==> config.mk <==
export PLATFORM = sky130hd
export DESIGN_NAME = cache_arbiter
export DESIGN_NICKNAME = d
export VERILOG_FILES = /design/src/rtl/cache_arbiter.sv
export SDC_FILE = /design/constraint.sdc
export NUM_CORES = 1
export LEC_CHECK = 0
export ABC_AREA = 1
export CAP_MARGIN = 20
export CELL_PAD_IN_SITES_DETAIL_PLACEMENT = 1
export CELL_PAD_IN_SITES_GLOBAL_PLACEMENT = 2
export CORE_AREA = 2 2 275 277
export DETAILED_ROUTE_END_ITERATION = 8
export DIE_AREA = 0 0 277 279
export GPL_TIMING_DRIVEN = 1
export HOLD_SLACK_MARGIN = 0.08
export PLACE_DENSITY_LB_ADDON = 0.1
export SYNTH_ARGS = -nofsm -noshare
export SYNTH_HDL_FRONTEND = slang
export SYNTH_SLANG_ARGS = --single-unit
==> constraint.sdc <==
create_clock -name clk -period 4.15 [get_ports clk]
set_clock_uncertainty 0.2 [all_clocks]
set_input_delay 0.415 -clock clk [delete_from_list [all_inputs] [get_ports clk]]
set_output_delay 0.415 -clock clk [all_outputs]
set_load 0.02 [all_outputs]
==> src/rtl/cache_arbiter.sv <==
// cache_arbiter: shares one physical memory port between an I-cache and a
// D-cache. A request is granted from IDLE, its address/op/wdata are captured,
// and the captured copy alone drives physical memory until pmem_resp.
//
// Handshake: a requester raises x_read/x_write and holds it (with stable
// intent) until x_resp. x_resp is a one-cycle pulse that is high in the same
// cycle pmem_resp arrives, with x_rdata valid in that cycle. On the memory
// side, pmem_read/pmem_write stay high until pmem_resp, and pmem_resp is
// only meaningful while a strobe is high.
module cache_arbiter #(
  parameter bit RR_EN = 1'b1
) (
  input  logic         clk,
  input  logic         reset,
  input  logic         i_read,
  input  logic [15:0]  i_address,
  output logic [127:0] i_rdata,
  output logic         i_resp,
  input  logic         d_read,
  input  logic         d_write,
  input  logic [15:0]  d_address,
  input  logic [127:0] d_wdata,
  output logic [127:0] d_rdata,
  output logic         d_resp,
  output logic         pmem_read,
  output logic         pmem_write,
  output logic [15:0]  pmem_address,
  output logic [127:0] pmem_wdata,
  input  logic [127:0] pmem_rdata,
  input  logic         pmem_resp,
  output logic         busy,
  output logic [1:0]   fsm_state
);

  localparam logic [1:0] IDLE    = 2'd0;
  localparam logic [1:0] SERVE_I = 2'd1;
  localparam logic [1:0] SERVE_D = 2'd2;

  localparam logic GRANT_I = 1'b0;
  localparam logic GRANT_D = 1'b1;

  logic [1:0]   state;
  logic [1:0]   state_next;
  logic         last_grant;
  logic [15:0]  lat_addr;
  logic [127:0] lat_wdata;
  logic         lat_write;

  logic         i_req;
  logic         d_req;
  logic         pick_d;
  logic         grant;
  logic         serve_i;
  logic         serve_d;

  // Arbitration: D wins a tie unless round-robin says I was passed over last.
  always_comb begin
    i_req  = i_read;
    d_req  = d_read | d_write;
    pick_d = d_req && (!i_req || !RR_EN || (last_grant == GRANT_I));
    grant  = (state == IDLE) && (i_req || d_req);
  end

  // Next-state: grant from IDLE, return to IDLE on the memory completion.
  always_comb begin
    state_next = state;
    case (state)
      IDLE:    if (grant) state_next = pick_d ? SERVE_D : SERVE_I;
      SERVE_I: if (pmem_resp) state_next = IDLE;
      SERVE_D: if (pmem_resp) state_next = IDLE;
      default: state_next = IDLE;
    endcase
  end

  // State register.
  always_ff @(posedge clk or posedge reset) begin
    if (reset) state <= IDLE;
    else       state <= state_next;
  end

  // Capture the granted request so later input changes cannot reach memory.
  always_ff @(posedge clk or posedge reset) begin
    if (reset) begin
      last_grant <= GRANT_I;
      lat_addr   <= '0;
      lat_wdata  <= '0;
      lat_write  <= 1'b0;
    end else if (grant) begin
      last_grant <= pick_d;
      if (pick_d) begin
        lat_addr  <= d_address;
        lat_write <= d_write;
        lat_wdata <= d_write ? d_wdata : '0;
      end else begin
        lat_addr  <= i_address;
        lat_write <= 1'b0;
        lat_wdata <= '0;
      end
    end
  end

  // Outputs: memory side from captured values only, zero outside SERVE.
  always_comb begin
    serve_i      = (state == SERVE_I);
    serve_d      = (state == SERVE_D);
    busy         = serve_i | serve_d;
    fsm_state    = state;
    pmem_read    = busy & ~lat_write;
    pmem_write   = busy & lat_write;
    pmem_address = busy ? (lat_addr & 16'hFFF0) : 16'h0000;
    pmem_wdata   = busy ? lat_wdata : '0;
    i_resp       = serve_i & pmem_resp;
    d_resp       = serve_d & pmem_resp;
    i_rdata      = serve_i ? pmem_rdata : '0;
    d_rdata      = serve_d ? pmem_rdata : '0;
  end

endmodule

==> reports/metrics.cfg <==
[status]
outcome=completed

[placement]
placed_area_mm2=0.0172
place_hpwl_mm=48.2
portBuffers=688
place_congestion=0.812
dp.cells=3133
pre_cts_ws_ns=0.979

[finish]
finalInstanceArea_mm2=0.0178
fin_nets=2480
multi_input_area_mm2=0.00358
drive_gt1_frac=0.0301
syn2layout_area_growth_pct=94.6
fillers=9026
final_cells=3168
seq_area_mm2=0.00360

[synthesis]
synth.distinct_cells=17
synth-seq-area-share=0.393
yosys-top-cells-area=dfrtp_1 (39%), nand2_1 (29%), inv_1 (18%)
synth_top_area_frac=0.393
synth_top_area_cell=dfrtp_1
synthCells=1543
yosysWarnings=0
syn_area_mm2=0.00917
avgSynthCellArea_um2=5.95
synth-seq-cells=144

[hold_path]
hp-class=input pin to async pin

[timing]
hold_viol=0
rsz0062_at_grt=false
period_share=0.858
fmax_mhz=281
setup_viol=0
fin_ws_ns=0.588
worst_pin_slew_ns=0.848
relSlewSlack=0.429
maxSlewViolCount=0
fin_setup_tns_ns=0
period_minus_slack_ns=3.56

[run]
maxCapViolCount=0

[setup_path]
reg2reg_from=last_grant
r2r_slack_ns=1.81
timing.rr.end=lat_wdata[25]
cp.required_ns=3.53
crit_top_cell=inv_1
critPathMaxStageDelay_ns=0.72
worstSetupStartpointType=flop
end_kind=primary output
crit_type=flop to primary output
r2r_cells=6
critPathArrivalTime_ns=2.95
crit_chain=inv_1 -> ha_4 -> buf_12 -> nand2_1 -> inv_1 -> clkdlybuf4s50_1
cp_max_fo=42
critical_path.slowest_cell=ha_4

[pwr]
seq_power_share=0.197
p_clk_frac=0.135
leakage_nw=10.5
power_switching_mw=6.05
combPwrFrac=0.669
vdd_drop_max_v=0.000445
p_int_mw=6.01
power_density_mw_per_mm2=676
p_sw_frac=0.502

[clocking]
ctsHoldBuffers=0
htreeDepth=4
clk_latency_ns=0.47
cts_resized=0
cts_tree=built
cts_made_buffers=17
post_cts_buffers=0
clock_path_buffers=2
clkSlewWorstSetupHoldPaths_ns=0.07
clock_sinks=144
cts_root_buffer=clkbuf_16

[grt]
grt_usage=0.154
grt_max_degree=91
grt_pass1_vias=11800
grt_overflow=0
antenna_found_initial=17
grt_pass1_wl_mm=87.1

[die]
core_mm2=0.0741
io_pins=701
dieArea_mm2=0.0773
initial_core_util=0.124
row_count=100
die_w_um=277
die_y_um=279

[detailed_routing]
ant_nets=0
via_per_inst=3.56
wl_mm=60.8
drt_iter0_drc=394
via_count=11300
first_pass_iters=4
wire_per_inst_um=19.2
drc=0

## through the flow
| stage | hold slack, ns | total power [mW] | utilization |
|---|---|---|---|
| 2_1_floorplan | 0.249 | 6.40 | - |
| 3_3_place_gp | 0.262 | 10.7 | 0.233 |
| 3_5_place_dp | 0.265 | 10.7 | 0.233 |
| 4_1_cts | 0.185 | 12.5 | 0.241 |
| 5_1_grt | 0.224 | 13.1 | 0.241 |
| 6_report | 0.200 | 12.1 | 0.241 |
## cell usage in the layout (no fill, tap or decap), drive strengths merged
cell / instances
a21oi: 1
buf: 25
bufinv: 1
clkbuf: 17
clkdlybuf4s50: 688
clkinv: 5
clkinvlp: 2
conb: 4
dfrtp: 144
diode: 3
ha: 3
inv: 440
nand2: 705
nand3: 154
nand4: 1
nor2: 4
o21ai: 2
## routing by layer
layer	global-route usage	part of all wire
met4	0.0281	0.010
met3	0.0681	0.091
met1	0.168	0.39
met5	0	0.0024
met2	0.278	0.51
## registers in the layout, indices dropped and copies added, names as in the netlist
signal / count
lat_wdata: 128
last_grant: 1
lat_write: 1
fsm_state: 2
lat_addr: 12
## power by group through the flow
stage	registers, mW	logic (mW)	clock network [mW]
2_1_floorplan	2.31	4.10	0
3_3_place_gp	2.39	8.35	0
3_5_place_dp	2.40	8.34	0
4_1_cts	2.38	8.37	1.73
5_1_grt	2.47	8.84	1.77
6_report	2.37	8.06	1.62
## worst max-delay path: cells and delay by family, from the launching register on
kind	cells	cell delay [ns]
AND/OR/NAND/NOR	1	0.07
flip-flops	1	0.45
adder cells (fa/ha/maj)	1	0.72
buffers and inverters	4	1.19
## final cells by class
cell class / count / area share
Sequential cell: 144 / 0.202
Multi-Input combinational cell: 874 / 0.200
Clock inverter: 15 / 0.00946
Antenna cell: 3 / 0.000421
Timing Repair Buffer: 713 / 0.405
Clock buffer: 17 / 0.0238
Inverter: 433 / 0.0913
Tap cell: 969 / 0.0679
## Yosys cell counts
| library cell | instances |
|---|---|
| nor2_1 | 3 |
| buf_4 | 6 |
| ha_1 | 3 |
| nand2_2 | 1 |
| nor2_4 | 1 |
| o21ai_0 | 2 |
| conb_1 | 1 |
| inv_2 | 1 |
| nand2_1 | 704 |
| nand3_1 | 154 |
| a21oi_4 | 1 |
| clkbuf_1 | 47 |
| buf_2 | 40 |
| nand4_1 | 1 |
| dfrtp_1 | 144 |
| inv_1 | 432 |
| buf_1 | 2 |
## worst max path at each step
stage | endpoint | cells after the start | startpoint | slack, ns
6_report | pmem_wdata[26] | 6 | fsm_state[0] | 0.59
5_1_grt | pmem_wdata[105] | 6 | fsm_state[1] | 0.37
4_1_cts | pmem_wdata[17] | 6 | fsm_state[0] | 0.42
3_5_place_dp | pmem_wdata[17] | 6 | fsm_state[0] | 0.98
3_3_place_gp | pmem_wdata[26] | 6 | fsm_state[0] | 1.00
2_1_floorplan | pmem_wdata[100] | 7 | fsm_state[0] | 1.68
## kinds of logic (layout without fill, tap and decap cells)
logic type                 Yosys count  count (layout)  share of synthesized area
AOI/OAI and AO/OA                    3               3                    0.00286
adders and majority gates            3               3                    0.00409
buffers and inverters              528            1178                      0.224
DFF                                144             144                      0.393
other                                1               7                   0.000409
and+or+nand+nor                    864             864                      0.376
No activity file was read; power rests on OpenSTA's default activity.
